**config.mk**
```make
export PLATFORM = sky130hd
export DESIGN_NAME = counter_updown_load
export DESIGN_NICKNAME = d
export VERILOG_FILES = /design/src/rtl/counter_updown_load.sv
export SDC_FILE = /design/constraint.sdc
export NUM_CORES = 1
export LEC_CHECK = 0
export ABC_AREA = 1
export CAP_MARGIN = 10
export CORE_MARGIN = 4
export CORE_UTILIZATION = 45
export CTS_CLUSTER_DIAMETER = 30
export DETAILED_ROUTE_END_ITERATION = 8
export PLACE_DENSITY = 0.79
export SYNTH_ARGS = -nofsm -noshare
export SYNTH_HDL_FRONTEND = slang
export SYNTH_SLANG_ARGS = --single-unit
```
**constraint.sdc**
```tcl
create_clock -name clk -period 4.8 [get_ports clk]
set_input_delay 0.48 -clock clk [delete_from_list [all_inputs] [get_ports clk]]
set_output_delay 0.48 -clock clk [all_outputs]
set_load 0.03 [all_outputs]
```
**src/rtl/counter_updown_load.sv**
```systemverilog
// Parametrised up/down counter with load, programmable modulo limit, wrap or saturate
// behaviour, terminal-count pulse, sticky overflow/underflow flags and compare match.
module counter_updown_load #(
    parameter int unsigned      WIDTH    = 32,
    parameter bit               SATURATE = 1'b0,
    parameter logic [WIDTH-1:0] RST_VAL  = '0
) (
    input  logic             clk,
    input  logic             rst,
    input  logic             cl,
    input  logic             w,
    input  logic [WIDTH-1:0] d,
    input  logic             up,
    input  logic             down,
    input  logic [WIDTH-1:0] limit,
    input  logic [WIDTH-1:0] cmp,
    output logic [WIDTH-1:0] q,
    output logic             tc,
    output logic             ovf,
    output logic             udf,
    output logic             match
);

    localparam logic [WIDTH-1:0] One = {{(WIDTH-1){1'b0}}, 1'b1};

    logic [WIDTH-1:0] q_q, q_d;
    logic             tc_q, tc_d;
    logic             ovf_q, ovf_d;
    logic             udf_q, udf_d;

    logic count_up;
    logic count_down;
    logic up_bound;
    logic down_bound;

    // Both or neither direction enabled means hold.
    assign count_up   = up & ~down;
    assign count_down = down & ~up;

    // >= so a value loaded above the limit still takes the boundary on the next up edge.
    assign up_bound   = (q_q >= limit);
    assign down_bound = (q_q == '0);

    always_comb begin
        q_d   = q_q;
        tc_d  = 1'b0;
        ovf_d = ovf_q;
        udf_d = udf_q;
        if (cl) begin
            q_d   = '0;
            ovf_d = 1'b0;
            udf_d = 1'b0;
        end else if (w) begin
            q_d = d;
        end else if (count_up) begin
            if (up_bound) begin
                q_d   = SATURATE ? limit : '0;
                tc_d  = 1'b1;
                ovf_d = 1'b1;
            end else begin
                q_d = q_q + One;
            end
        end else if (count_down) begin
            if (down_bound) begin
                q_d   = SATURATE ? '0 : limit;
                tc_d  = 1'b1;
                udf_d = 1'b1;
            end else begin
                q_d = q_q - One;
            end
        end
    end

    always_ff @(posedge clk or posedge rst) begin
        if (rst) begin
            q_q   <= RST_VAL;
            tc_q  <= 1'b0;
            ovf_q <= 1'b0;
            udf_q <= 1'b0;
        end else begin
            q_q   <= q_d;
            tc_q  <= tc_d;
            ovf_q <= ovf_d;
            udf_q <= udf_d;
        end
    end

    assign q     = q_q;
    assign tc    = tc_q;
    assign ovf   = ovf_q;
    assign udf   = udf_q;
    assign match = (q_q == cmp);

endmodule

```
==> flow_metrics.py, run 1 <==
metrics = {
    "critical_path": {
        "arrival_ns": 3.45,
        "path_max_fanout": 17,
        "required_ns": 5.01,
        "critPathLaunch": "q[18]$_DFFE_PP0P_",
        "critPathLaunchType": "register",
        "worstSetupPathType": "reg -> reg",
        "endpoint_kind": "register",
        "rr_startpoint": "q[18]$_DFFE_PP0P_",
    },
    "cells_and_area": {
        "diodes": 0,
        "final_core_util_pct": 57.7,
        "final_common_cell": "nand2_1",
        "layout.cells.non_filler": 1291,
        "most-common-layout-cells": "284 x nand2_1, 149 x nor2_1, 141 x inv_1",
        "stdcell_area_mm2": 0.00732,
        "final_nets": 1257,
        "drive_above_1_share_pct": 5.18,
        "area_growth_pct": 24.7,
    },
    "timing": {
        "fin_skew_ns": 0.00673,
        "fin_ws_ns": 1.56,
        "tightest_slew_ns": 1.18,
        "tns_ns": 0,
        "setup_viol": 0,
        "finalCritPeriodShare_pct": 67.6,
        "finalMaxSlewViolations": 0,
        "hold_violations": 0,
        "rsz0062_at_grt": "no",
        "clock.fmax_mhz": 308,
        "min_period_ns": 3.24,
        "maxSlewHeadroom_pct": 21.2,
    },
    "global_route": {
        "grt_max_degree": 41,
        "grt_overflow": 0,
        "grt_pass1_wl_um": 32400,
        "antenna_found_initial": 0,
        "grtUsageTotal_pct": 27.3,
        "grt_pass1_vias": 6360,
    },
    "power_and_ir_drop": {
        "p_clk_share_pct": 20.5,
        "power.switching_uw": 741,
        "peakVddDrop_mv": 0.157,
        "power_density_mw_per_mm2": 218,
        "p_leak_nw": 3.55,
        "pwr-share-comb_pct": 49.5,
        "power_frac_seq_pct": 30.0,
        "p_sw_share_pct": 46.5,
        "p_int_uw": 853,
    },
    "clock_network": {
        "htree_levels": 2,
        "cts_hold_buf": 0,
        "cts_tree": "yes",
        "ctsRootBufferMaster": "clkbuf_16",
        "worstSkewPairLatency_ns": 0.29,
        "cts_setup_buffers": 0,
        "cts_resized": 0,
        "cts_buffers": 5,
        "clock-sinks": 35,
        "path_clk_slew_ns": 0.06,
        "clockBufferDepth": 2,
    },
    "worst_hold_path": {
        "hold_class": "reg -> reg",
        "min-delay-start": "udf$_DFFE_PP0P_",
    },
    "detailed_routing": {
        "drtIter0Drc": 580,
        "vias_per_cell": 5.26,
        "post_drt_wl_per_cell_um": 15.6,
        "finalWirelength_um": 20200,
        "drc_errors": 0,
        "final_antenna_net_count": 0,
        "vias": 6788,
        "drtPass1Iterations": 5,
    },
    "synth": {
        "netlist_area_mm2": 0.00586,
        "synthDistinctLibCells": 32,
        "yosysSeqAreaShare_pct": 14.9,
        "synthCells": 1021,
        "yosys_warnings": 0,
        "synth_fp_nets": 1160,
        "syn_area_per_cell_um2": 5.74,
        "synth_ff_type": "dfrtp_1",
        "synth_edf_count": 0,
        "synthArstFlopShare_pct": 100,
        "ys_seq_elements": 35,
    },
    "floorplanning": {
        "row_count": 41,
        "die_h_um": 122,
        "coreArea_mm2": 0.0127,
        "dieWidth_um": 122,
        "start_util_pct": 46.3,
        "ioPinCount": 138,
        "die_area_mm2": 0.0149,
    },
    "status": {
        "status": "completed",
    },
    "placement": {
        "port_buffers": 137,
        "dp_hpwl_um": 16000,
        "gp_congestion": 1.00,
        "place_inst": 1283,
        "dpl_cell_area_mm2": 0.00718,
        "dpl_worst_slack_ns": 1.37,
    },
    "run": {
        "drv_cap": 0,
    },
}
-- routing by layer --
| metal | GRT usage, % | vias up | wire length (um) |
|---|---|---|---|
| met1 | 38.7 | 3098 | 8820 |
| met5 | 0 | - | 0 |
| met2 | 43.5 | 282 | 9220 |
| met4 | 7.98 | 0 | 441 |
| li1 | - | 3376 | - |
| met3 | 3.53 | 32 | 1720 |
-- metrics by stage --
| stage | power, mW | hold WS [ns] |
|---|---|---|
| after floorplan | 0.981 | 0.576 |
| after global placement | 1.25 | 0.542 |
| after detailed placement | 1.26 | 0.557 |
| after CTS | 1.59 | 0.565 |
| after global routing | 1.71 | 0.621 |
| final | 1.59 | 0.562 |
-- area by class of cell --
cell class                      instances  area (um2)
Clock buffer                            5         125
Clock inverter                          3        15.0
Fill cell                            1333        5360
Inverter                              148         556
Multi-Input combinational cell        785        4110
Sequential cell                        35         876
Tap cell                              172         215
Timing Repair Buffer                  143        1420
-- worst max-delay path, cell delays in order (launching register included) --
cell	delay, ns
dfrtp_1	0.76
ha_1	0.35
nand2_1	0.09
o21ai_0	0.10
nand2_1	0.08
a21oi_1	0.07
nor2_1	0.88
nand3_1	0.31
inv_1	0.27
nand2_1	0.08
a21oi_1	0.16
-- worst paths after layout --
kind,endpoint,depth (start not counted),slack [ns]
setup reg to reg,q[6]$_DFFE_PP0P_,10,1.56
max in group asynchronous,q[30]$_DFFE_PP0P_,3,3.85
hold reg to reg,udf$_DFFE_PP0P_,2,0.56
setup / recovery,q[6]$_DFFE_PP0P_,10,1.56
min in group asynchronous,tc$_DFF_PP0_,3,0.60
hold / removal,udf$_DFFE_PP0P_,2,0.56
-- synthesized netlist by cell type (11+ instances only) --
cell type  instances  area share [%]
a21oi_1           53             4.5
buf_2             20             1.7
buf_6             11             2.1
clkbuf_1          17             1.1
dfrtp_1           35              15
ha_1              37             7.9
inv_1            141             9.0
nand2_1          285              18
nand3_1           82             7.0
nand4_1           16             1.7
nor2_1           150             9.6
o21ai_0           20             1.7
o21ai_1           13             1.1
xor2_1            59             8.8
-- power groups by stage --
stage	Clock (mW)	Sequential (mW)	Combinational [mW]
2_1_floorplan	0	0.435	0.546
3_3_place_gp	0	0.480	0.773
3_5_place_dp	0	0.479	0.781
4_1_cts	0.330	0.474	0.787
5_1_grt	0.341	0.487	0.880
6_report	0.327	0.479	0.789
-- flip-flops by register name (all words and copies together) (netlist names) --
name / flops
udf: 1
ovf: 1
q: 32
tc: 1
-- kinds of logic (layout without fill, tap and decap cells) --
group	after synthesis	count (layout)	share of synthesized area, %
AND/OR/NAND/NOR	576	576	42.4
buffers and inverters	201	299	15.0
AO/OA/AOI/OAI	111	111	10.7
XOR/XNOR	61	61	9.11
adder cells (fa/ha/maj)	37	37	7.89
flip-flops	35	35	14.9
Note: power is estimated with default switching activity, not from simulation.
==> inputs of run 2 (changes only) <==
--- a/config.mk
+++ b/config.mk
@@ -11,7 +11,7 @@
 export CORE_UTILIZATION = 45
 export CTS_CLUSTER_DIAMETER = 30
 export DETAILED_ROUTE_END_ITERATION = 8
-export PLACE_DENSITY = 0.79
+export PLACE_DENSITY = 0.82
 export SYNTH_ARGS = -nofsm -noshare
 export SYNTH_HDL_FRONTEND = slang
 export SYNTH_SLANG_ARGS = --single-unit
==> constraint.sdc (replaced) <==
create_clock -name clk -period 2.85 [get_ports clk]
set_input_delay 0.285 -clock clk [delete_from_list [all_inputs] [get_ports clk]]
set_output_delay 0.285 -clock clk [all_outputs]
set_load 0.03 [all_outputs]
==> flow_metrics.py, run 2 (synthesized netlist as in run 1, its figures left out) <==
metrics = {
    "status": {
        "status": "completed",
    },
    "power_and_ir_drop": {
        "p_total_mw": 2.92,
        "p_clk_share_pct": 23.3,
        "pwr-share-comb_pct": 52.3,
        "p_leak_nw": 3.73,
        "power_frac_seq_pct": 24.4,
        "p_sw_share_pct": 44.4,
        "power_density_mw_per_mm2": 384,
        "p_int_mw": 1.62,
        "power.switching_mw": 1.30,
        "peakVddDrop_mv": 0.251,
    },
    "critical_path": {
        "critPathTopFamily": "buffers and inverters",
        "required_ns": 2.57,
        "crit_path_max_incr_delay_ns": 0.67,
        "worstSetupPathType": "reg -> out",
        "cp_cell_sequence": "xor2_1 > nor4_1 > nand4_1 > nor2_1 > clkdlybuf4s50_1",
        "rr_startpoint": "q[13]$_DFFE_PP0P_",
        "critPathLaunchType": "register",
        "endpoint_kind": "output pin",
        "crit_buf_inv": 1,
        "critPathLaunch": "q[17]$_DFFE_PP0P_",
        "path_max_fanout": 11,
        "arrival_ns": 2.37,
        "slowest_stage": "clkdlybuf4s50_1",
    },
    "timing": {
        "setup_viol": 0,
        "tightest_slew_ns": 0.617,
        "fin_ws_ns": 0.195,
        "finalCritPeriodShare_pct": 93.1,
        "clock.fmax_mhz": 377,
        "tns_ns": 0,
        "rsz0062_at_grt": "no",
        "min_period_ns": 2.65,
        "fin_skew_ns": 0.00606,
        "holdWs_ns": 0.420,
        "hold_violations": 0,
        "finalMaxSlewViolations": 0,
        "maxSlewHeadroom_pct": 58.7,
    },
    "detailed_routing": {
        "drtPass1Iterations": 6,
        "finalWirelength_um": 21400,
        "vias_per_cell": 5.33,
        "drc_errors": 0,
        "vias": 7046,
        "drtIter0Drc": 786,
        "post_drt_wl_per_cell_um": 16.2,
        "final_antenna_net_count": 0,
    },
    "cells_and_area": {
        "fillCellCount": 1285,
        "final_common_cell": "nand2_1",
        "seq_area_um2": 876,
        "final_core_util_pct": 60.0,
        "multi_input_area_mm2": 0.00411,
        "diodes": 0,
        "layout.cells.non_filler": 1323,
        "area_growth_pct": 29.6,
        "drive_above_1_share_pct": 7.82,
        "largest_reg_flops": 32,
        "stdcell_area_mm2": 0.00760,
        "final_nets": 1289,
        "most-common-layout-cells": "284 x nand2_1, 149 x nor2_1, 141 x inv_1",
    },
    "run": {
        "drv_cap": 0,
    },
    "clock_network": {
        "cts_buffers": 5,
        "clockBufferDepth": 2,
        "cts_resized": 0,
        "htree_levels": 2,
        "cts_hold_buf": 0,
        "path_clk_slew_ns": 0.06,
        "cts_setup_buffers": 0,
        "worstSkewPairLatency_ns": 0.29,
        "ctsRootBufferMaster": "clkbuf_16",
        "clock-sinks": 35,
        "cts_tree": "yes",
    },
    "global_route": {
        "antenna_found_initial": 0,
        "grtUsageTotal_pct": 28.6,
        "grt_pass1_wl_um": 33600,
        "grt_pass1_vias": 6744,
        "grt_max_degree": 39,
        "grt_overflow": 0,
    },
    "placement": {
        "port_buffers": 137,
        "gp_congestion": 1.06,
        "dpl_cell_area_mm2": 0.00743,
        "place_inst": 1315,
        "dp_hpwl_um": 17200,
        "dpl_worst_slack_ns": 0.283,
    },
    "floorplanning": {
        "coreArea_mm2": 0.0127,
        "ioPinCount": 138,
        "die_area_mm2": 0.0149,
        "dieWidth_um": 122,
        "row_count": 41,
        "die_h_um": 122,
        "start_util_pct": 46.3,
    },
    "worst_hold_path": {
        "hold_class": "in -> async",
    },
}
run 2: cell types whose count changed in the layout (fill, tap and decap cells not counted):
cell,delta
bufinv_16,+1
buf_12,+1
clkinv_2,-2
clkbuf_8,+1
buf_4,+31
run 2: power by group through the flow:
stage / logic (mW) / clock network (mW) / registers, mW
after floorplan: 0.920 / 0 / 0.732
after global placement: 1.48 / 0 / 0.712
after detailed placement: 1.50 / 0 / 0.713
after CTS: 1.51 / 0.680 / 0.704
after global routing: 1.67 / 0.711 / 0.717
final: 1.53 / 0.679 / 0.712
run 2: final cells by class:
class,instances,area share (%)
multi-input cells,785,54.1
well taps,172,2.83
clock inverters,2,0.461
repair buffers,175,22.0
flip-flops and latches,35,11.5
inverters,148,7.31
clock buffers,6,1.83
run 2: path summary, 6_finish.rpt:
| check | endpoint | slack, ns | cells after the start |
|---|---|---|---|
| setup / recovery | match | 0.20 | 5 |
| hold / removal | ovf$_DFFE_PP0P_ | 0.42 | 3 |
| setup reg to reg | q[20]$_DFFE_PP0P_ | 0.45 | 10 |
| hold reg to reg | udf$_DFFE_PP0P_ | 0.54 | 2 |
| max in group asynchronous | q[29]$_DFFE_PP0P_ | 2.05 | 3 |
| min in group clk | udf$_DFFE_PP0P_ | 0.54 | 2 |
run 2: metal layers:
metal	vias up	track usage, %	wire length (um)
li1	3449	-	-
met1	3209	37.9	8820
met2	359	47.0	9800
met3	29	6.13	2360
met4	0	8.05	405
met5	-	0	0
run 2: worst reg2reg max path, cell delays in order, from the launching register on:
cell	delay, ns
dfrtp_1	0.59
nor2_4	0.19
nand2_2	0.09
nor2_4	0.13
inv_2	0.07
nor2_1	0.20
nand2_1	0.43
inv_1	0.26
nand2_1	0.07
a31oi_1	0.16
a21oi_1	0.08
